==> config.mk <==
export PLATFORM = sky130hd
export DESIGN_NAME = sample_txuart
export DESIGN_NICKNAME = d
export VERILOG_FILES = /design/src/rtl/sample_txuart_pkg.sv /design/src/rtl/sample_txuart_txuart.sv /design/src/rtl/sample_txuart.sv
export SDC_FILE = /design/constraint.sdc
export NUM_CORES = 1
export LEC_CHECK = 0
export ABC_AREA = 1
export CAP_MARGIN = 40
export CORE_AREA = 2 2 115 95
export DETAILED_ROUTE_END_ITERATION = 8
export DIE_AREA = 0 0 117 97
export PLACE_DENSITY = 0.59
export SETUP_SLACK_MARGIN = 0.15
export SYNTH_ARGS = -nofsm -noshare
export SYNTH_HDL_FRONTEND = slang
export SYNTH_HIERARCHICAL = 1
export SYNTH_SLANG_ARGS = --single-unit
==> constraint.sdc <==
create_clock -name clk -period 2.62 [get_ports clk]
set_input_delay 0.524 -clock clk [delete_from_list [all_inputs] [get_ports clk]]
set_output_delay 0.524 -clock clk [all_outputs]
set_load 0.005 [all_outputs]
==> src/rtl/sample_txuart_pkg.sv <==
// Shared definitions for the sample TX UART: state encoding and 8N1 frame constants.
package sample_txuart_pkg;

    typedef enum logic [2:0] {
        IDLE  = 3'd0,
        WAIT  = 3'd1,
        START = 3'd2,
        DATA  = 3'd3,
        STOP  = 3'd4
    } state_t;

    // Word-level sequencing phases; the serializer's own state fills in START/DATA/STOP.
    typedef enum logic [1:0] {
        PH_IDLE,
        PH_WAIT,
        PH_SEND
    } phase_t;

    localparam int   DATA_BITS   = 8;
    localparam int   FRAME_BITS  = 10;
    localparam logic START_LEVEL = 1'b0;
    localparam logic STOP_LEVEL  = 1'b1;

    function automatic logic line_level(input state_t s, input logic lsb);
        case (s)
            START:   return START_LEVEL;
            DATA:    return lsb;
            default: return STOP_LEVEL;
        endcase
    endfunction

endpackage

==> src/rtl/sample_txuart_txuart.sv <==
// Single-byte 8N1 serializer with byte valid/ready; tx is registered from the next state.
module txuart
    import sample_txuart_pkg::*;
#(
    parameter int CLKS_PER_BIT = 52
) (
    input  logic       clk,
    input  logic       reset_n,
    input  logic       byte_valid,
    input  logic [7:0] byte_data,
    output logic       byte_ready,
    output logic       byte_done,
    output logic       tx,
    output state_t     state
);

    localparam int             CW     = (CLKS_PER_BIT > 1) ? $clog2(CLKS_PER_BIT) : 1;
    localparam logic [CW-1:0]  RELOAD = CW'(CLKS_PER_BIT - 1);

    state_t        state_n;
    logic [CW-1:0] cnt, cnt_n;
    logic [3:0]    pos, pos_n;     // frame position: 0 start, 1..8 data, 9 stop
    logic [7:0]    shreg, shreg_n;
    logic          tx_n;

    always_ff @(posedge clk or negedge reset_n) begin
        if (!reset_n) begin
            state <= IDLE;
            cnt   <= '0;
            pos   <= '0;
            shreg <= '0;
            tx    <= STOP_LEVEL;
        end else begin
            state <= state_n;
            cnt   <= cnt_n;
            pos   <= pos_n;
            shreg <= shreg_n;
            tx    <= tx_n;
        end
    end

    always_comb begin
        state_n   = state;
        cnt_n     = cnt;
        pos_n     = pos;
        shreg_n   = shreg;
        byte_done = 1'b0;
        if (state != IDLE) cnt_n = cnt - 1'b1;
        case (state)
            IDLE: begin
                if (byte_valid) begin
                    state_n = START;
                    shreg_n = byte_data;
                    cnt_n   = RELOAD;
                    pos_n   = '0;
                end
            end
            START: begin
                if (cnt == '0) begin
                    state_n = DATA;
                    cnt_n   = RELOAD;
                    pos_n   = 4'd1;
                end
            end
            DATA: begin
                if (cnt == '0) begin
                    cnt_n   = RELOAD;
                    shreg_n = shreg >> 1;
                    if (pos == 4'(DATA_BITS)) begin
                        state_n = STOP;
                        pos_n   = 4'(FRAME_BITS - 1);
                    end else begin
                        pos_n = pos + 1'b1;
                    end
                end
            end
            STOP: begin
                if (cnt == '0) begin
                    state_n   = IDLE;
                    byte_done = 1'b1;
                end
            end
            default: state_n = IDLE;
        endcase
        // Line level follows the state being entered so tx lines up with the state register.
        tx_n       = line_level(state_n, shreg_n[0]);
        byte_ready = (state == IDLE);
    end

endmodule

==> src/rtl/sample_txuart.sv <==
// Sample-word UART transmitter: latches a word, sends it low byte first as 8N1 frames.
// Build option: define SAMPLE_TXUART_FLOW_CTRL_EN to make tx_hold pause between bytes.
module sample_txuart
    import sample_txuart_pkg::*;
#(
    parameter int CLKS_PER_BIT = 52,
    parameter int BITS         = 16
) (
    input  logic            clk,
    input  logic            reset_n,
    input  logic            in_valid,
    input  logic [BITS-1:0] in_data,
    output logic            in_ready,
    input  logic            tx_hold,
    output logic            tx,
    output logic            busy,
    output logic [15:0]     words_sent
);

    localparam int            NBYTES = BITS / 8;
    localparam int            BW     = (NBYTES > 1) ? $clog2(NBYTES) : 1;
    localparam logic [BW-1:0] LAST   = BW'(NBYTES - 1);

    // Handshake: a word moves when in_valid && in_ready at a rising edge; in_ready is
    // high only in IDLE, so in_valid and in_data are don't-care while a word is in flight.
    phase_t          phase, phase_n;
    logic [BITS-1:0] word_q, word_n;
    logic [BW-1:0]   idx, idx_n;
    logic [15:0]     ws_n;
    logic            byte_valid, byte_ready, byte_done, hold;
    state_t          ser_state;
    state_t          unused_dbg_state;

`ifdef SAMPLE_TXUART_FLOW_CTRL_EN
    assign hold = tx_hold;
`else
    logic unused_hold;
    assign unused_hold = tx_hold;
    assign hold        = 1'b0;
`endif

    txuart #(.CLKS_PER_BIT(CLKS_PER_BIT)) u_txuart (
        .clk        (clk),
        .reset_n    (reset_n),
        .byte_valid (byte_valid),
        .byte_data  (word_q[7:0]),
        .byte_ready (byte_ready),
        .byte_done  (byte_done),
        .tx         (tx),
        .state      (ser_state)
    );

    always_ff @(posedge clk or negedge reset_n) begin
        if (!reset_n) begin
            phase      <= PH_IDLE;
            word_q     <= '0;
            idx        <= '0;
            words_sent <= '0;
            in_ready   <= 1'b1;
            busy       <= 1'b0;
        end else begin
            phase      <= phase_n;
            word_q     <= word_n;
            idx        <= idx_n;
            words_sent <= ws_n;
            in_ready   <= (phase_n == PH_IDLE);
            busy       <= (phase_n != PH_IDLE);
        end
    end

    always_comb begin
        phase_n    = phase;
        word_n     = word_q;
        idx_n      = idx;
        ws_n       = words_sent;
        byte_valid = 1'b0;
        case (phase)
            PH_IDLE: begin
                if (in_valid && in_ready) begin
                    word_n  = in_data;
                    idx_n   = '0;
                    phase_n = PH_WAIT;
                end
            end
            PH_WAIT: begin
                if (!hold && byte_ready) begin
                    byte_valid = 1'b1;
                    phase_n    = PH_SEND;
                end
            end
            PH_SEND: begin
                if (byte_done) begin
                    // Next byte is always presented from the bottom of the latch.
                    word_n = word_q >> 8;
                    if (idx == LAST) begin
                        phase_n = PH_IDLE;
                        ws_n    = words_sent + 16'd1;
                    end else begin
                        idx_n   = idx + 1'b1;
                        phase_n = PH_WAIT;
                    end
                end
            end
            default: phase_n = PH_IDLE;
        endcase
    end

    always_comb begin
        case (phase)
            PH_IDLE: unused_dbg_state = IDLE;
            PH_WAIT: unused_dbg_state = WAIT;
            default: unused_dbg_state = ser_state;
        endcase
    end

endmodule

[After elaboration in Yosys (flattened, before gate mapping)]
Index checks and enable logic that the tools add are counted.
W data, S select, Z words.
Storage, ports and cells
  bits in registers: 59
  bits in latches: 0
  memory bits (writable): 0
  memory bits (read-only): 0
  bits of input ports: 20
  output and inout bits: 19
  logic and storage cells: 79
  memories: 0
Operators by class
  add/sub/neg operators: 4
  $mul: 0
  divide/modulo/power cells: 0
  order comparisons: 0
  equal/unequal tests: 13
  shift-type cells: 0
  mux-type cells: 35
  bitwise logic cells: 0
  reductions and logical operators: 15
Operators with widths (number)
  $mux W16: 2
  $pmux W16 S2: 1
  $mux W6: 3
  $add A16 B1 Y16 const B: 1
  $mux W4: 4
  $mux W8: 2
  $pmux W8 S2: 1
  $mux W3: 5
  $eq A3 B2 Y1 const B: 4
  $pmux W3 S4: 1
  $pmux W4 S3: 1
  $pmux W6 S2: 1
  $reduce_and A3 Y1: 3
  $mux W1: 8
  $logic_not A6 Y1: 1
  $mux W2: 3
  $ne A2 B2 Y1 const B: 3
  $pmux W2 S3: 1
  $reduce_bool A2 Y1: 3
  $reduce_bool A3 Y1: 2
  $sub A6 B1 Y6 const B: 1
  $add A4 B1 Y4 const B: 1
  $eq A4 B4 Y1 const B: 1
  $logic_not A2 Y1: 2
  10 further kinds: 12

[Logic depth before layout (Yosys ltp)]
Gate-level depths: netlist of run 1.
  depth in word-level cells: 7
  gate-level depth with buffers: 14
  gate-level depth less buffers: 14

[Modules after synthesis]
Netlist of run 1, hierarchy kept.
Modules (own cells, without submodules)
  sample_txuart: times used 1, cells an instance 219, area an instance 1806.7 um2, sequential area each 927.1 um2
  txuart: times used 1, cells an instance 136, area an instance 1188.6 um2, sequential area each 551.8 um2

[Least setup slack after synthesis of run 1]
OpenSTA, ideal clock, no wires.
  kind: reg-to-reg
  from: register u_txuart.cnt[0]
  to: register words_sent[8]
  setup time: 125 ps
  data arrival time: 1854 ps
  required time: 2495 ps
  setup slack: 641 ps
  stages on the path, launching flop included: 12
  buffers on the path: 1
  clock period less this slack: 1979 ps
  cell sequence: dfrtp_1 > inv_1 > ha_1 > nand2_2 > nor2_4 > nand2_1 > nor2_1 > nand2_1 > nor2_4 > buf_6 > nand3_1 > xnor2_1
On the way
  longest elaborated chain between the ends: 4
Ends and longest elaborated chain
  from (decl): RTL line sample_txuart_txuart.sv:21  | logic [CW-1:0] cnt, cnt_n;
  from (signal assigned): RTL line sample_txuart_txuart.sv:35  | cnt <= cnt_n;
  $logic_not A6 Y1: RTL line sample_txuart_txuart.sv:78  | if (cnt == '0) begin
  $mux W1: RTL line sample_txuart_txuart.sv:78
  $mux W1: RTL line sample_txuart_txuart.sv:49  | case (state)
  net byte_done: RTL line sample_txuart.sv:30  | logic byte_valid, byte_ready, byte_done, hold;
  $reduce_and A3 Y1 (no line)
  to (signal assigned): RTL line sample_txuart.sv:65  | words_sent <= ws_n;
  to (decl): RTL line sample_txuart.sv:17  | output logic [15:0] words_sent
The timed path passes the listed nets, and every way through them passes these cells.
A chain may end at the register's enable or synchronous reset.

[Worst setup path in the final report of run 1]
  from: register u_txuart.cnt[0]
  to: register words_sent[12]
Same word-level chain as after synthesis.

==> results of run 1 <==
==> stage by stage <==
| step | util (%) | area, sq um | hold WS [ns] |
|---|---|---|---|
| finish | 37.79 | 3822 | 0.1886 |
| global route | 37.79 | 3822 | 0.2380 |
| detailed placement | 34.74 | 3515 | 0.4880 |
| floorplan | - | 2995 | 0.2284 |
| global placement | 34.74 | 3515 | 0.4751 |
| CTS | 37.79 | 3822 | 0.2111 |
==> flip-flops by register name, indices dropped and copies added, names as in the netlist <==
name	count
u_txuart/cnt	6
u_txuart/pos	4
words_sent	16
in_ready	1
busy	1
u_txuart/state	3
u_txuart/shreg	8
phase	2
word_q	16
idx	1
u_txuart/tx	1
==> per-layer routing <==
metal / up-vias / wire (um) / global-route usage, %
met3: 8 / 392 / 3.947
met2: 72 / 2549 / 16.67
met4: 0 / 68 / 3.891
met5: - / 0 / 0
li1: 1227 / - / -
met1: 1100 / 3025 / 16.89
==> path summary, 6_finish.rpt <==
path	slack, ns	cells after the start	to
worst max-delay path	0.51	12	words_sent[12]$_DFFE_PN0P_
worst min-delay path	0.19	2	word_q[13]$_DFFE_PN0P_
worst max register to register	0.51	12	words_sent[12]$_DFFE_PN0P_
worst min register to register	0.49	2	words_sent[15]$_DFFE_PN0P_
max in group asynchronous	2.10	2	in_ready$_DFF_PN1_
min in group clk	0.49	2	words_sent[15]$_DFFE_PN0P_
==> area by class of cell <==
cell class,count,area (sq um)
Timing Repair Buffer,39,392.9
Fill cell,1053,6294
Sequential cell,59,1479
Tap cell,140,175.2
Clock inverter,1,30.03
Multi-Input combinational cell,241,1262
Inverter,50,205.2
Clock buffer,15,277.8
==> cells by family (layout without fill, tap and decap cells) <==
family                   count (synthesis)  in the layout  synth area share [%]
AO/OA/AOI/OAI                           40             40                 6.851
buffers and inverters                   55            105                 8.479
flip-flops                              59             59                 49.37
adder cells (fa/ha/maj)                  4              4                 1.671
XOR/XNOR                                12             12                 3.509
AND/OR/NAND/NOR                        185            185                 30.12
==> power by group <==
group | switching [uW] | internal [uW] | leakage [uW]
combinational | 21.6 | 25.6 | 0.000886
sequential | 0 | 913 | 0.000792
clock | 377 | 813 | 0.000150
total | 398 | 1750 | 0.00183
==> cell usage in the layout, fill, tap and decap left out, drive strengths merged, types with 3 or more instances in the layout <==
| master | instances |
|---|---|
| nor2 | 38 |
| nand4 | 8 |
| buf | 3 |
| xor2 | 9 |
| dfrtp | 57 |
| inv | 50 |
| clkdlybuf4s50 | 36 |
| a21oi | 10 |
| clkbuf | 15 |
| ha | 4 |
| o21ai | 27 |
| nand2 | 91 |
| nand3 | 41 |
| nor3 | 4 |
| xnor2 | 3 |
==> run_summary.xml, run 1 <==
<?xml version="1.0" encoding="UTF-8"?>
<metrics>
  <group name="outcome">
    <metric name="result_of_the_run" unit="">complete, no violations</metric>
  </group>
  <group name="worst_setup_path">
    <metric name="timing.critical_path.fanout_max" unit="">13</metric>
    <metric name="largest_stage_delay_on_the_critical_path" unit="ns">0.37</metric>
    <metric name="startpoint_type" unit="">flop</metric>
    <metric name="cpMostUsedCell" unit="">sky130_fd_sc_hd__nand2_1</metric>
    <metric name="cp.required" unit="ns">2.88</metric>
    <metric name="regToRegStartpoint" unit="">u_txuart/cnt[0]$_DFF_PN0_</metric>
    <metric name="classification_of_the_worst_setup_path" unit="">flop to flop</metric>
    <metric name="crit_start" unit="">u_txuart/cnt[0]$_DFF_PN0_</metric>
    <metric name="worst_path_max_delay_cell" unit="">sky130_fd_sc_hd__dfrtp_1</metric>
    <metric name="cp-end-kind" unit="">flop</metric>
    <metric name="cp_cell_sequence" unit="">inv_1, ha_1, nand2_2, nor2_4, nand2_1, nor2_1, nand2_1, nor2_4, nand2_1, nor2_1, nand3_1, nand2_1</metric>
    <metric name="worstPathArrival" unit="ns">2.37</metric>
    <metric name="worst-path-buf-inv" unit="">1</metric>
    <metric name="critical-path-top-delay-family" unit="">simple AND/OR/NAND/NOR gates</metric>
  </group>
  <group name="timing">
    <metric name="slew_headroom" unit="%">68.41</metric>
    <metric name="highest_clock_rate" unit="MHz">473.0</metric>
    <metric name="timing_max_transition_violations_final" unit="">0</metric>
    <metric name="final-setup-viol-count" unit="">0</metric>
    <metric name="fin_skew" unit="ns">0.005588</metric>
    <metric name="post-route-period-util" unit="%">80.70</metric>
    <metric name="final_hold_viol_count" unit="">0</metric>
    <metric name="worst-slew-pin-transition" unit="ns">0.4727</metric>
    <metric name="timing.final.crit_period" unit="ns">2.114</metric>
    <metric name="timing.setup.tns" unit="ns">0</metric>
    <metric name="fin_ws" unit="ns">0.5057</metric>
    <metric name="grt_setup_unrepaired" unit="">no</metric>
  </group>
  <group name="drt">
    <metric name="vias" unit="">2407</metric>
    <metric name="dr.pass1.iters" unit="">4</metric>
    <metric name="drt_iter0_drc" unit="">171</metric>
    <metric name="wl_per_cell" unit="um">11.08</metric>
    <metric name="drt-total-wl" unit="um">6036</metric>
    <metric name="drtAntennaViolNets" unit="">0</metric>
    <metric name="routed_via_density" unit="">4.417</metric>
    <metric name="drt_drc_violations_left" unit="">0</metric>
  </group>
  <group name="cts">
    <metric name="cts-buffers-inserted" unit="">9</metric>
    <metric name="cts_resized" unit="">0</metric>
    <metric name="path_clk_slew" unit="ns">0.05</metric>
    <metric name="clockRootBuffer" unit="">sky130_fd_sc_hd__clkbuf_16</metric>
    <metric name="clock_insertion_delay_worst_skew" unit="ns">0.32</metric>
    <metric name="h-tree-depth" unit="">3</metric>
    <metric name="post_cts_buffers" unit="">0</metric>
    <metric name="tritoncts" unit="">yes</metric>
    <metric name="clockBufferDepth" unit="">2</metric>
    <metric name="clock_sinks" unit="">59</metric>
    <metric name="post_cts_hold_buffer_count" unit="">0</metric>
  </group>
  <group name="synthesis">
    <metric name="netlist-cell-type-count" unit="">30</metric>
    <metric name="syn-cell-area" unit="sq um">2995</metric>
    <metric name="yosysWarningCount" unit="">6</metric>
    <metric name="synth_async_reset_ratio" unit="%">100.0</metric>
    <metric name="portion_of_the_post_synthesis_area_used_by_sequential_elements" unit="%">49.37</metric>
    <metric name="yosys.cell_count.top_type" unit="">sky130_fd_sc_hd__nand2_1</metric>
    <metric name="top_cells_by_count_synth" unit="">82 x sky130_fd_sc_hd__nand2_1, 57 x sky130_fd_sc_hd__dfrtp_1, 44 x sky130_fd_sc_hd__inv_1</metric>
    <metric name="synth_edf_count" unit="">0</metric>
    <metric name="ys_top_cells_by_area" unit="">sky130_fd_sc_hd__dfrtp_1 48%, sky130_fd_sc_hd__nand2_1 10%, sky130_fd_sc_hd__nand3_1 6.3%, sky130_fd_sc_hd__inv_1 5.5%, sky130_fd_sc_hd__o21ai_0 4.0%</metric>
    <metric name="synth_area_leader_cell" unit="">sky130_fd_sc_hd__dfrtp_1</metric>
    <metric name="synth-seq-cells" unit="">59</metric>
    <metric name="synth_flop_cell" unit="">sky130_fd_sc_hd__dfrtp_1</metric>
    <metric name="post_synth.cell_area_avg" unit="sq um">8.438</metric>
    <metric name="netlist.area_leader.share" unit="%">47.62</metric>
    <metric name="mappedNetlistNets" unit="">379</metric>
    <metric name="netlist_instances" unit="">355</metric>
  </group>
  <group name="layout">
    <metric name="synthToLayoutAreaGrowth" unit="%">27.61</metric>
    <metric name="num_antenna_cells" unit="">0</metric>
    <metric name="layoutNonFillerInstCount" unit="">545</metric>
    <metric name="layout-drive-gt1-share" unit="%">10.86</metric>
    <metric name="design.final.nets" unit="">424</metric>
  </group>
  <group name="floorplan">
    <metric name="floorplan.core_area" unit="sq um">10120</metric>
    <metric name="die_height" unit="um">97</metric>
    <metric name="width_of_the_die" unit="um">117</metric>
    <metric name="fp.dieArea" unit="sq um">11350</metric>
    <metric name="number_of_rows_created_at_floorplan" unit="">33</metric>
    <metric name="top_level_ports" unit="">39</metric>
    <metric name="initial_core_util" unit="%">29.61</metric>
  </group>
  <group name="global_routing">
    <metric name="antenna_violations_before_repair" unit="">0</metric>
    <metric name="grt.total_usage" unit="%">11.81</metric>
    <metric name="grt_pass1_wl" unit="um">10630</metric>
    <metric name="vias_in_the_first_global_route" unit="">2358</metric>
    <metric name="grt_overflow" unit="">0</metric>
    <metric name="grt_max_degree" unit="">60</metric>
  </group>
  <group name="job">
    <metric name="maxCapViolCount" unit="">0</metric>
  </group>
  <group name="placed_design">
    <metric name="numPortBuffers" unit="">37</metric>
    <metric name="placed_cells_incl_taps" unit="">529</metric>
    <metric name="pre_cts_ws" unit="ns">0.4989</metric>
    <metric name="finalWeightedCongestion" unit="">0.8517</metric>
    <metric name="dp_hpwl" unit="um">4320</metric>
  </group>
  <group name="pwr">
    <metric name="total_power" unit="uW">2151</metric>
    <metric name="pwr_density_cell" unit="nW/um^2">562.6</metric>
    <metric name="vdd_drop_max" unit="uV">260.6</metric>
    <metric name="cellLeakagePower" unit="uW">0.001828</metric>
  </group>
  <group name="min_path">
    <metric name="hold_class" unit="">input port to async pin</metric>
  </group>
</metrics>
Power figures use the tool's default switching activity.
==> run 2, diff against run 1 <==
Clock period 2.62 ns to 2.1 ns, I/O delays scaled along.
==> run_summary.xml, run 2 (synthesis results as in run 1) <==
<?xml version="1.0" encoding="UTF-8"?>
<metrics>
  <group name="timing">
    <metric name="final_hold_viol_count" unit="">0</metric>
    <metric name="worst-slew-pin-transition" unit="ns">0.4882</metric>
    <metric name="post-route-period-util" unit="%">85.64</metric>
    <metric name="timing_max_transition_violations_final" unit="">0</metric>
    <metric name="timing.final.crit_period" unit="ns">1.798</metric>
    <metric name="timing.setup.tns" unit="ns">0</metric>
    <metric name="highest_clock_rate" unit="MHz">556.0</metric>
    <metric name="final-setup-viol-count" unit="">0</metric>
    <metric name="grt_setup_unrepaired" unit="">no</metric>
    <metric name="fin_ws" unit="ns">0.3016</metric>
    <metric name="slew_headroom" unit="%">67.37</metric>
    <metric name="fin_skew" unit="ns">0.004269</metric>
  </group>
  <group name="job">
    <metric name="maxCapViolCount" unit="">0</metric>
  </group>
  <group name="drt">
    <metric name="drt_iter0_drc" unit="">116</metric>
    <metric name="dr.pass1.iters" unit="">4</metric>
    <metric name="routed_via_density" unit="">4.431</metric>
    <metric name="vias" unit="">2424</metric>
    <metric name="wl_per_cell" unit="um">11.49</metric>
    <metric name="drt-total-wl" unit="um">6284</metric>
    <metric name="drt_drc_violations_left" unit="">0</metric>
    <metric name="drtAntennaViolNets" unit="">0</metric>
  </group>
  <group name="worst_setup_path">
    <metric name="rr_worst_depth" unit="">11</metric>
    <metric name="cp_cell_sequence" unit="">inv_2, ha_2, nand2_2, nor2_4, nand2_2, nor2_4, nand2_2, nor2_4, buf_6, nand2_1, xor2_1</metric>
    <metric name="critical-path-top-delay-family" unit="">simple AND/OR/NAND/NOR gates</metric>
    <metric name="worstPathArrival" unit="ns">2.01</metric>
    <metric name="largest_stage_delay_on_the_critical_path" unit="ns">0.38</metric>
    <metric name="startpoint_type" unit="">flop</metric>
    <metric name="cp.required" unit="ns">2.31</metric>
    <metric name="classification_of_the_worst_setup_path" unit="">flop to flop</metric>
    <metric name="worst_path_max_delay_cell" unit="">sky130_fd_sc_hd__dfrtp_1</metric>
    <metric name="worst-path-buf-inv" unit="">2</metric>
    <metric name="timing.critical_path.fanout_max" unit="">7</metric>
    <metric name="cp-end-kind" unit="">flop</metric>
    <metric name="cp.depth" unit="">11</metric>
  </group>
  <group name="layout">
    <metric name="design.final.nets" unit="">427</metric>
    <metric name="register_area" unit="sq um">1479</metric>
    <metric name="final_common_cell" unit="">sky130_fd_sc_hd__nand2_1</metric>
    <metric name="fillcell_total" unit="">1037</metric>
    <metric name="num_antenna_cells" unit="">0</metric>
    <metric name="synthToLayoutAreaGrowth" unit="%">30.03</metric>
    <metric name="most-common-layout-cells" unit="">79 x sky130_fd_sc_hd__nand2_1, 57 x sky130_fd_sc_hd__dfrtp_1, 43 x sky130_fd_sc_hd__inv_1, 38 x sky130_fd_sc_hd__nand3_1, 36 x sky130_fd_sc_hd__clkdlybuf4s50_1</metric>
    <metric name="layout_top_registers" unit="">word_q x16, words_sent x16, u_txuart/shreg x8</metric>
    <metric name="multi_input_area" unit="sq um">1311</metric>
    <metric name="layout-drive-gt1-share" unit="%">14.50</metric>
  </group>
  <group name="global_routing">
    <metric name="grt_max_degree" unit="">60</metric>
    <metric name="antenna_violations_before_repair" unit="">0</metric>
    <metric name="grt_overflow" unit="">0</metric>
    <metric name="vias_in_the_first_global_route" unit="">2365</metric>
    <metric name="grt.total_usage" unit="%">12.39</metric>
    <metric name="grt_pass1_wl" unit="um">11120</metric>
  </group>
  <group name="pwr">
    <metric name="switching_power" unit="uW">513.6</metric>
    <metric name="power_report.internal_total" unit="uW">2176</metric>
    <metric name="share_comb_of_total_power" unit="%">2.2</metric>
    <metric name="seq_power_share" unit="%">42.3</metric>
    <metric name="cellLeakagePower" unit="uW">0.001847</metric>
    <metric name="total_power" unit="uW">2690</metric>
    <metric name="switching_share" unit="%">19.09</metric>
    <metric name="vdd_drop_max" unit="uV">373.0</metric>
    <metric name="pwr_density_cell" unit="nW/um^2">690.6</metric>
    <metric name="clock_power_share" unit="%">55.5</metric>
  </group>
  <group name="cts">
    <metric name="clock_sinks" unit="">59</metric>
    <metric name="cts-buffers-inserted" unit="">9</metric>
    <metric name="tritoncts" unit="">yes</metric>
    <metric name="h-tree-depth" unit="">3</metric>
    <metric name="clockRootBuffer" unit="">sky130_fd_sc_hd__clkbuf_16</metric>
    <metric name="path_clk_slew" unit="ns">0.05</metric>
    <metric name="post_cts_hold_buffer_count" unit="">0</metric>
    <metric name="clockBufferDepth" unit="">2</metric>
    <metric name="clock_insertion_delay_worst_skew" unit="ns">0.33</metric>
  </group>
  <group name="placed_design">
    <metric name="finalWeightedCongestion" unit="">0.8174</metric>
    <metric name="pre_cts_ws" unit="ns">0.1956</metric>
    <metric name="dp_hpwl" unit="um">4445</metric>
    <metric name="numPortBuffers" unit="">37</metric>
  </group>
  <group name="floorplan">
    <metric name="die_height" unit="um">97</metric>
    <metric name="fp.dieArea" unit="sq um">11350</metric>
    <metric name="floorplan.core_area" unit="sq um">10120</metric>
    <metric name="top_level_ports" unit="">39</metric>
    <metric name="number_of_rows_created_at_floorplan" unit="">33</metric>
    <metric name="initial_core_util" unit="%">29.61</metric>
    <metric name="width_of_the_die" unit="um">117</metric>
  </group>
  <group name="outcome">
    <metric name="result_of_the_run" unit="">complete, no violations</metric>
  </group>
  <group name="min_path">
    <metric name="hold_class" unit="">input port to async pin</metric>
  </group>
</metrics>
[run 2: per-stage QoR]
stage | cell area [sq um] | utilization [%] | hold slack (ns) | instances
2_1_floorplan | 2998 | - | 0.1244 | 355
3_3_place_gp | 3532 | 34.92 | 0.4513 | 531
3_5_place_dp | 3532 | 34.92 | 0.4553 | 531
4_1_cts | 3837 | 37.93 | 0.1032 | 546
5_1_grt | 3895 | 38.50 | 0.1249 | 547
6_report | 3895 | 38.50 | 0.09737 | 547
[run 2: final timing paths]
kind	from	to	slack, ns
max reg2reg	u_txuart/cnt[0]$_DFF_PN0_	words_sent[3]$_DFFE_PN0P_	0.30
max	u_txuart/cnt[0]$_DFF_PN0_	words_sent[3]$_DFFE_PN0P_	0.30
min	reset_n	word_q[11]$_DFFE_PN0P_	0.1
min reg2reg	word_q[6]$_DFFE_PN0P_	u_txuart/shreg[6]$_DFFE_PN0P_	0.49
max in group asynchronous	reset_n	in_ready$_DFF_PN1_	1.70
min in group clk	word_q[6]$_DFFE_PN0P_	u_txuart/shreg[6]$_DFFE_PN0P_	0.49
[run 2: cell type report]
cell class,count,share of cell area [%]
Clock inverter,2,0.8995
Timing Repair Buffer,42,10.76
Multi-Input combinational cell,241,33.67
Clock buffer,13,6.939
Sequential cell,59,37.97
Tap cell,140,4.497
Inverter,50,5.268
[run 2: power groups by stage]
stage	Combinational [uW]	Sequential, uW	Clock (uW)
global placement	61.8	1160	0
floorplan	0.0756	1160	0
detailed placement	61.5	1160	0
CTS	61.5	1140	1540
global route	66.3	1140	1590
finish	58.9	1140	1490
[run 2: repair_timing]
action | in CTS | in global routing
buffers inserted | 0 | 1
gates resized for setup | 0 | 15
endpoints found under the setup margin | 0 | 28
[run 2: routing by layer]
layer	share of wire [%]	vias to the layer above	track usage, %
li1	-	1235	-
met1	51	1124	17.44
met2	42	54	17.34
met3	5.4	11	4.449
met4	1.5	0	4.615
met5	0	-	0
